$ cat src/rtl/csr_file_m.sv
// Machine-mode CSR file: decoded CSR ops, trap entry and mret, interrupt arbitration,
// U/M privilege and retire counters, with a registered one-cycle fetch redirect.
module csr_file_m #(
    parameter int              XLEN     = 64,
    parameter int              CNT_W    = 64,
    parameter int              RETIRE_W = 2,
    parameter logic [XLEN-1:0] HARTID   = '0
) (
    input  logic                clk,
    input  logic                reset,
    input  logic [11:0]         csr_raddr,
    output logic [XLEN-1:0]     csr_rdata,
    output logic                csr_rillegal,
    input  logic                csr_we,
    input  logic [11:0]         csr_waddr,
    input  logic [1:0]          csr_wop,
    input  logic [XLEN-1:0]     csr_wsrc,
    input  logic [RETIRE_W-1:0] instret_inc,
    input  logic                trap_valid,
    input  logic                trap_is_irq,
    input  logic [5:0]          trap_cause,
    input  logic [XLEN-1:0]     trap_pc,
    input  logic [XLEN-1:0]     trap_tval,
    input  logic                mret_valid,
    input  logic                ext_msip,
    input  logic                ext_mtip,
    input  logic                ext_meip,
    output logic                redirect_valid,
    output logic [XLEN-1:0]     redirect_pc,
    output logic                irq_req,
    output logic [5:0]          irq_cause,
    output logic [1:0]          priv_mode,
    output logic [XLEN-1:0]     mstatus_out,
    output logic [XLEN-1:0]     mtvec_out,
    output logic [XLEN-1:0]     mepc_out,
    output logic [XLEN-1:0]     mcause_out,
    output logic [XLEN-1:0]     mtval_out,
    output logic [XLEN-1:0]     mip_out,
    output logic [XLEN-1:0]     mie_out,
    output logic [XLEN-1:0]     mscratch_out,
    output logic [XLEN-1:0]     mcycle_out,
    output logic [XLEN-1:0]     minstret_out,
    output logic [XLEN-1:0]     satp_out
);
    localparam logic [11:0] A_MSTATUS  = 12'h300;
    localparam logic [11:0] A_MIE      = 12'h304;
    localparam logic [11:0] A_MTVEC    = 12'h305;
    localparam logic [11:0] A_MSCRATCH = 12'h340;
    localparam logic [11:0] A_MEPC     = 12'h341;
    localparam logic [11:0] A_MCAUSE   = 12'h342;
    localparam logic [11:0] A_MTVAL    = 12'h343;
    localparam logic [11:0] A_MIP      = 12'h344;
    localparam logic [11:0] A_SATP     = 12'h180;
    localparam logic [11:0] A_MCYCLE   = 12'hB00;
    localparam logic [11:0] A_MINSTRET = 12'hB02;
    localparam logic [11:0] A_MHARTID  = 12'hF14;
    localparam logic [1:0]  PRIV_M     = 2'b11;
    localparam logic [1:0]  PRIV_U     = 2'b00;
    localparam logic [XLEN-1:0] MIE_MASK = XLEN'(12'h888);

    logic             mstatus_mie_reg, mstatus_mpie_reg;
    logic [1:0]       mstatus_mpp_reg, priv_mode_reg;
    logic [XLEN-1:0]  mtvec_reg, mepc_reg, mcause_reg, mtval_reg;
    logic [XLEN-1:0]  mie_reg, mscratch_reg, satp_reg;
    logic [CNT_W-1:0] mcycle_reg, minstret_reg;
    logic             msip_reg, mtip_reg, meip_reg;
    logic             redirect_valid_reg;
    logic [XLEN-1:0]  redirect_pc_reg;

    logic [XLEN-1:0]  mstatus_vec, mip_vec;
    logic [XLEN:0]    rd_lookup, wr_lookup;
    logic [XLEN-1:0]  wold, wnew, mtvec_base, trap_target;
    logic             wen, irq_en, pend_ms, pend_mt, pend_me;

    always_comb begin
        mstatus_vec        = '0;
        mstatus_vec[3]     = mstatus_mie_reg;
        mstatus_vec[7]     = mstatus_mpie_reg;
        mstatus_vec[12:11] = mstatus_mpp_reg;
    end

    assign mip_vec = XLEN'({meip_reg, 3'b000, mtip_reg, 3'b000, msip_reg, 3'b000});

    // Returns {implemented, value} for an address; shared by the read port and the op datapath.
    function automatic logic [XLEN:0] csr_lookup(input logic [11:0] addr);
        logic [XLEN:0] r;
        case (addr)
            A_MSTATUS:  r = {1'b1, mstatus_vec};
            A_MIE:      r = {1'b1, mie_reg};
            A_MTVEC:    r = {1'b1, mtvec_reg};
            A_MSCRATCH: r = {1'b1, mscratch_reg};
            A_MEPC:     r = {1'b1, mepc_reg};
            A_MCAUSE:   r = {1'b1, mcause_reg};
            A_MTVAL:    r = {1'b1, mtval_reg};
            A_MIP:      r = {1'b1, mip_vec};
            A_SATP:     r = {1'b1, satp_reg};
            A_MCYCLE:   r = {1'b1, XLEN'(mcycle_reg)};
            A_MINSTRET: r = {1'b1, XLEN'(minstret_reg)};
            A_MHARTID:  r = {1'b1, HARTID};
            default:    r = '0;
        endcase
        return r;
    endfunction

    assign rd_lookup    = csr_lookup(csr_raddr);
    assign csr_rdata    = rd_lookup[XLEN-1:0];
    assign csr_rillegal = ~rd_lookup[XLEN];
    assign wr_lookup    = csr_lookup(csr_waddr);
    assign wold         = wr_lookup[XLEN-1:0];

    always_comb begin
        case (csr_wop)
            2'b01:   wnew = csr_wsrc;
            2'b10:   wnew = wold | csr_wsrc;
            2'b11:   wnew = wold & ~csr_wsrc;
            default: wnew = wold;
        endcase
    end

    // A trap or mret in the same cycle swallows the CSR op.
    assign wen = csr_we && (csr_wop != 2'b00) && wr_lookup[XLEN] && !trap_valid && !mret_valid;

    assign mtvec_base  = mtvec_reg & ~XLEN'(3);
    assign trap_target = (mtvec_reg[0] && trap_is_irq) ? mtvec_base + XLEN'({trap_cause, 2'b00})
                                                       : mtvec_base;

    assign irq_en  = (priv_mode_reg == PRIV_U) || ((priv_mode_reg == PRIV_M) && mstatus_mie_reg);
    assign pend_ms = msip_reg & mie_reg[3];
    assign pend_mt = mtip_reg & mie_reg[7];
    assign pend_me = meip_reg & mie_reg[11];
    assign irq_req = irq_en & (pend_ms | pend_mt | pend_me);

    always_comb begin
        if (pend_me)      irq_cause = 6'd11;
        else if (pend_ms) irq_cause = 6'd3;
        else if (pend_mt) irq_cause = 6'd7;
        else              irq_cause = 6'd0;
    end

    always_ff @(posedge clk or negedge reset) begin
        if (!reset) begin
            mstatus_mie_reg    <= 1'b0;
            mstatus_mpie_reg   <= 1'b0;
            mstatus_mpp_reg    <= PRIV_U;
            priv_mode_reg      <= PRIV_M;
            mtvec_reg          <= '0;
            mepc_reg           <= '0;
            mcause_reg         <= '0;
            mtval_reg          <= '0;
            mie_reg            <= '0;
            mscratch_reg       <= '0;
            satp_reg           <= '0;
            mcycle_reg         <= '0;
            minstret_reg       <= '0;
            msip_reg           <= 1'b0;
            mtip_reg           <= 1'b0;
            meip_reg           <= 1'b0;
            redirect_valid_reg <= 1'b0;
            redirect_pc_reg    <= '0;
        end else begin
            msip_reg           <= ext_msip;
            mtip_reg           <= ext_mtip;
            meip_reg           <= ext_meip;
            mcycle_reg         <= mcycle_reg + CNT_W'(1);
            minstret_reg       <= minstret_reg + CNT_W'(instret_inc);
            redirect_valid_reg <= 1'b0;
            if (trap_valid) begin
                mepc_reg           <= trap_pc & ~XLEN'(3);
                mcause_reg         <= {trap_is_irq, {(XLEN-7){1'b0}}, trap_cause};
                mtval_reg          <= trap_tval;
                mstatus_mpie_reg   <= mstatus_mie_reg;
                mstatus_mie_reg    <= 1'b0;
                mstatus_mpp_reg    <= priv_mode_reg;
                priv_mode_reg      <= PRIV_M;
                redirect_valid_reg <= 1'b1;
                redirect_pc_reg    <= trap_target;
            end else if (mret_valid) begin
                mstatus_mie_reg    <= mstatus_mpie_reg;
                mstatus_mpie_reg   <= 1'b1;
                priv_mode_reg      <= mstatus_mpp_reg;
                mstatus_mpp_reg    <= PRIV_U;
                redirect_valid_reg <= 1'b1;
                redirect_pc_reg    <= mepc_reg;
            end else if (wen) begin
                // Counter writes land after the increments above, so the write wins.
                case (csr_waddr)
                    A_MSTATUS: begin
                        mstatus_mie_reg  <= wnew[3];
                        mstatus_mpie_reg <= wnew[7];
                        if (wnew[12:11] == PRIV_U || wnew[12:11] == PRIV_M)
                            mstatus_mpp_reg <= wnew[12:11];
                    end
                    A_MIE:      mie_reg      <= wnew & MIE_MASK;
                    A_MTVEC:    mtvec_reg    <= wnew & ~XLEN'(2);
                    A_MSCRATCH: mscratch_reg <= wnew;
                    A_MEPC:     mepc_reg     <= wnew & ~XLEN'(3);
                    A_MCAUSE:   mcause_reg   <= wnew;
                    A_MTVAL:    mtval_reg    <= wnew;
                    A_SATP:     satp_reg     <= wnew;
                    A_MCYCLE:   mcycle_reg   <= CNT_W'(wnew);
                    A_MINSTRET: minstret_reg <= CNT_W'(wnew);
                    default: ;
                endcase
            end
        end
    end

    assign redirect_valid = redirect_valid_reg;
    assign redirect_pc    = redirect_pc_reg;
    assign priv_mode      = priv_mode_reg;
    assign mstatus_out    = mstatus_vec;
    assign mtvec_out      = mtvec_reg;
    assign mepc_out       = mepc_reg;
    assign mcause_out     = mcause_reg;
    assign mtval_out      = mtval_reg;
    assign mip_out        = mip_vec;
    assign mie_out        = mie_reg;
    assign mscratch_out   = mscratch_reg;
    assign mcycle_out     = XLEN'(mcycle_reg);
    assign minstret_out   = XLEN'(minstret_reg);
    assign satp_out       = satp_reg;
endmodule

$ cat config.mk
export PLATFORM = sky130hd
export DESIGN_NAME = csr_file_m
export DESIGN_NICKNAME = d
export VERILOG_FILES = /design/src/rtl/csr_file_m.sv
export SDC_FILE = /design/constraint.sdc
export NUM_CORES = 2
export LEC_CHECK = 0
export ABC_AREA = 1
export BUFFER_PORTS_ARGS = -buffer_cell sky130_fd_sc_hd__buf_2
export CAP_MARGIN = 20
export CORE_AREA = 2 2 420 422
export DETAILED_ROUTE_END_ITERATION = 8
export DIE_AREA = 0 0 422 424
export PLACE_DENSITY_LB_ADDON = 0.15
export SLEW_MARGIN = 20
export SYNTH_ARGS = -nofsm -noshare
export SYNTH_HDL_FRONTEND = slang
export SYNTH_SLANG_ARGS = --single-unit
$ cat constraint.sdc
create_clock -name clk -period 2.7 [get_ports clk]
set_input_delay 0.54 -clock clk [delete_from_list [all_inputs] [get_ports clk]]
set_output_delay 0.54 -clock clk [all_outputs]
set_load 0.01 [all_outputs]
==> out/qor_table.md <==
| Step | Quantity | This run |
| --- | --- | --- |
| status | Result of the run | finished, violations left |
| status | Violated checks | setup timing |
| setup path | Critical Path AT | 2590 ps |
| routing | Count of TritonRoute iterations in the first routing pass | 8 |
| routing | DR vias | 47956 |
| sta | Unrepaired setup endpoints after global routing | yes |
| power and ir drop | Max rail drop VDD | 363 uV |
| run | Number of maximum-capacitance violations | 0 |
| sta | Final worst path period need | 3130 ps |
| power and ir drop | Logic pwr share | 16.4% |
| die | Floorplan die height | 424 microns |
| sta | Worst slew pin tran | 999 ps |
| min path | Worst min-delay path category | in -> reg |
| power and ir drop | Power density normalized to cell area | 463 nW/um^2 |
| clocking | Clock Pin Slew Worst Setup and Hold Paths | 60 ps |
| cells and area | Total of fill cells in the finished design | 19199 |
| clocking | CTS tree | built |
| routing | Post-detailed-route via-to-cell ratio | 5.15 |
| setup path | Number of cells traversed by the worst register-to-register path | 15 |
| yosys | Sequential share of the synthesized area | 38.7% |
| grt | Total routing resource utilization after global routing | 34.3% |
| grt | Vias in the first global route | 45299 |
| routing | Detailed Route WL | 321 mm |
| yosys | Ys flop type | sky130_fd_sc_hd__dfrtp_1 |
| clocking | H-Tree Level Count | 3 |
| yosys | Post-synthesis average cell area | 7.15 sq um |
| power and ir drop | Internal power of the cells | 17900 uW |
| sta | Period utilization | 116% |
| cells and area | Nets | 7141 |
| yosys | Count of warnings emitted by yosys | 0 |
| setup path | Max FO, Critical Path | 24 |
| sta | Least setup slack across all paths after layout | -428 ps |
| power and ir drop | Portion of total power attributed to sequential cells | 36.6% |
| sta | Total negative setup slack | -21910 ps |
| yosys | Post-Synthesis Cell Area | 37700 sq um |
| placement | Count of buffers inserted at the top-level ports | 886 |
| yosys | Number of distinct library cell variants in the gate-level netlist after synthesis | 57 |
| placement | Placed wire-length estimate | 258 mm |
| routing | Violation count after the first detailed-route iteration | 5436 |
| sta | Hold WS | 24.2 ps |
| yosys | Async SR Flop Fraction | 100% |
| grt | GRT overflow | 0 |
| clocking | TritonCTS Sinks | 584 |
| die | I/O pins | 1078 |
| clocking | Clk buf depth | 3 |
| sta | Headroom to the max-slew limit | 32.7% |
| die | Floorplan die area | 179000 sq um |
| cells and area | Post-layout instance count excluding filler cells | 9318 |
| sta | Number of setup violations in the final report | 69 |
| sta | FMAX | 320 MHz |
| power and ir drop | P_leak | 0.0271 uW |
| yosys | Flip-flop and latch count after synthesis | 584 |
| yosys | Number of flops mapped to enable cells by yosys | 0 |
| routing | Routed length per instance | 34.4 microns |
| clocking | CTS root buf | sky130_fd_sc_hd__clkbuf_16 |
| min path | WHS Path Cells | 3 |
| sta | Final count of hold timing violations | 0 |
| yosys | Cells after Synth | 5281 |
| yosys | Share of the synthesized area in the top cell type | 38.6% |
| power and ir drop | Power spent charging and discharging nets | 8480 uW |
| die | Initial core utilization | 21.6% |
| die | Floorplan die width | 422 microns |
| cells and area | Share of final-layout standard cells stronger than drive strength 1 | 32.0% |
| clocking | Worst-skew pair later-pin latency | 750 ps |
| routing | Highest metal layer used by the detailed router | met5 |
| cells and area | Layout overhead on the synthesized area | 50.8% |
| setup path | Worst Setup End Kind | output port |
| sta | Total count of max-transition violations in the final report | 0 |
| die | FP Rows | 154 |
| routing | Met3 routed wirelength | 27.5 mm |
| grt | Global-route wire length before repair | 419 mm |
| grt | Maximum number of pins on one net before global-route repair | 72 |
| routing | Post-route DRC violation count | 0 |
| yosys | Most frequently used cell type in the post-synthesis netlist | sky130_fd_sc_hd__nand2_1 |
| yosys | Cells taking the most area after synthesis | sky130_fd_sc_hd__dfrtp_1, sky130_fd_sc_hd__nand2_1, sky130_fd_sc_hd__inv_1 |
| routing | M1 WL | 129 mm |
| placement | Post-Place Worst Slack | -1000 ps |
| placement | Post-placement cell count | 9081 |
| placement | Final weighted congestion of routability-driven global placement | 0.998 |
| setup path | Required time at the worst-slack endpoint | 2160 ps |
| die | Area of the placeable core | 175000 sq um |
| yosys | Commonest cells post-synth | sky130_fd_sc_hd__nand2_1, sky130_fd_sc_hd__inv_1, sky130_fd_sc_hd__dfrtp_1, sky130_fd_sc_hd__o21ai_0, sky130_fd_sc_hd__o22ai_1 |
| power and ir drop | Switching share of power | 32.2% |
| routing | Post-route ant nets | 0 |
| yosys | Dominant cell type by area after synthesis | sky130_fd_sc_hd__dfrtp_1 |
| setup path | Path type of the worst setup path | in -> out |
| grt | Initial antenna violation count | 38 |
| setup path | Setup crit start kind | input port |
| power and ir drop | Part of the power in the clock network | 47.0% |
| routing | Routed met2 length | 142 mm |
| clocking | TritonCTS buffer count | 82 |
| sta | Layout Skew | 76.0 ps |
==> stage by stage <==
stage          total power [uW]  utilization, %  cell area [sq um]
2_1_floorplan             11200               -              38500
3_3_place_gp              13900            29.4              51400
3_5_place_dp              13900            29.4              51400
4_1_cts                   26300            31.8              55700
5_1_grt                   27000            32.5              56900
6_report                  26400            32.5              56900
==> layout by cell type, fill, tap and decap left out, drive strengths merged, types with 3 or more instances in the layout <==
cell         instances
buf               1786
nand2             1285
inv                648
dfrtp              582
o21ai              547
nor2               350
o22ai              348
nand3              245
conb               189
a21oi              157
xor2               124
o211ai             123
clkbuf             115
nor3               110
nand4               64
o21bai              55
nor4                31
a21boi              23
nand3b              21
o21a                19
diode               16
clkinv              16
a22oi               15
bufinv              13
o221ai              13
a211oi              13
clkinvlp             9
ha                   9
dlygate4sd3          8
or2                  7
mux2i                6
nor3b                5
o2111ai              5
xnor2                4
and2                 3
a221oi               3
==> layout make-up <==
cell class              instances  area [sq um]  area share (%)
inverters                     645          2450            4.30
clock buffers                 110          2330            4.09
repair buffers               1799         13700            24.1
diodes                         16          40.0          0.0703
clock inverters                41           646            1.13
multi-input cells            3783         20200            35.5
well taps                    2340          2930            5.14
flip-flops and latches        584         14600            25.7
==> critical path: stages <==
cell                       delay, ps
sky130_fd_sc_hd__buf_6            90
sky130_fd_sc_hd__or2_4           260
sky130_fd_sc_hd__nor4_1          230
sky130_fd_sc_hd__buf_4           180
sky130_fd_sc_hd__nand3_2          80
sky130_fd_sc_hd__buf_12          170
sky130_fd_sc_hd__buf_12          190
sky130_fd_sc_hd__o22ai_1         190
sky130_fd_sc_hd__a21oi_1          70
sky130_fd_sc_hd__o211ai_1        270
sky130_fd_sc_hd__buf_2           240
==> worst paths after layout <==
| check | startpoint | to | slack (ps) |
|---|---|---|---|
| min reg2reg | redirect_pc[45]$_DFFE_PN0N_ | redirect_pc[45]$_DFFE_PN0N_ | 490 |
| max reg2reg | minstret_out[0]$_DFF_PN0_ | minstret_out[46]$_DFF_PN0_ | -70 |
| max in group asynchronous | reset | priv_mode[1]$_DFFE_PN1N_ | 1400 |
| min in group asynchronous | reset | mscratch_out[40]$_DFFE_PN0P_ | 360 |
| max | csr_raddr[4] | csr_rdata[27] | -430 |
| min | trap_tval[9] | mtval_out[9]$_DFFE_PN0P_ | 20 |
==> power groups by stage <==
| stage | combinational (uW) | clock [uW] | sequential, uW |
|---|---|---|---|
| after floorplan | 1440 | 0 | 9730 |
| after global placement | 4130 | 0 | 9760 |
| after detailed placement | 4130 | 0 | 9760 |
| after CTS | 4230 | 12500 | 9610 |
| after global routing | 4530 | 12800 | 9640 |
| final | 4320 | 12400 | 9640 |
==> layer usage <==
metal | GRT usage, % | vias to the layer above
met2 | 53.6 | 2746
met4 | 19.0 | 8
li1 | - | 20570
met3 | 8.48 | 703
met1 | 43.2 | 23929
met5 | 0 | -
==> what timing repair did <==
| item | CTS | global route |
|---|---|---|
| buffers inserted | 28 | 29 |
| hold endpoints to repair | 32 | 0 |
| pin swaps | 39 | 84 |
| hold buffers | 8 | 0 |
| endpoints found under the setup margin | 120 | 149 |
| resized for setup | 169 | 233 |
| cloned | 7 | 3 |
==> kinds of logic (layout without fill, tap and decap cells) <==
group / after synthesis / in the layout / synth area share, %
DFF: 584 / 584 / 38.7
AOI/OAI and AO/OA: 1327 / 1327 / 20.6
and+or+nand+nor: 2122 / 2122 / 23.7
muxes: 6 / 6 / 0.159
adders and majority gates: 11 / 11 / 0.404
other: 1 / 205 / 0.00993
xor gates and xnor gates: 128 / 128 / 2.97
buffers and inverters: 1102 / 2595 / 13.4
Note: power is estimated with default switching activity, not from simulation.
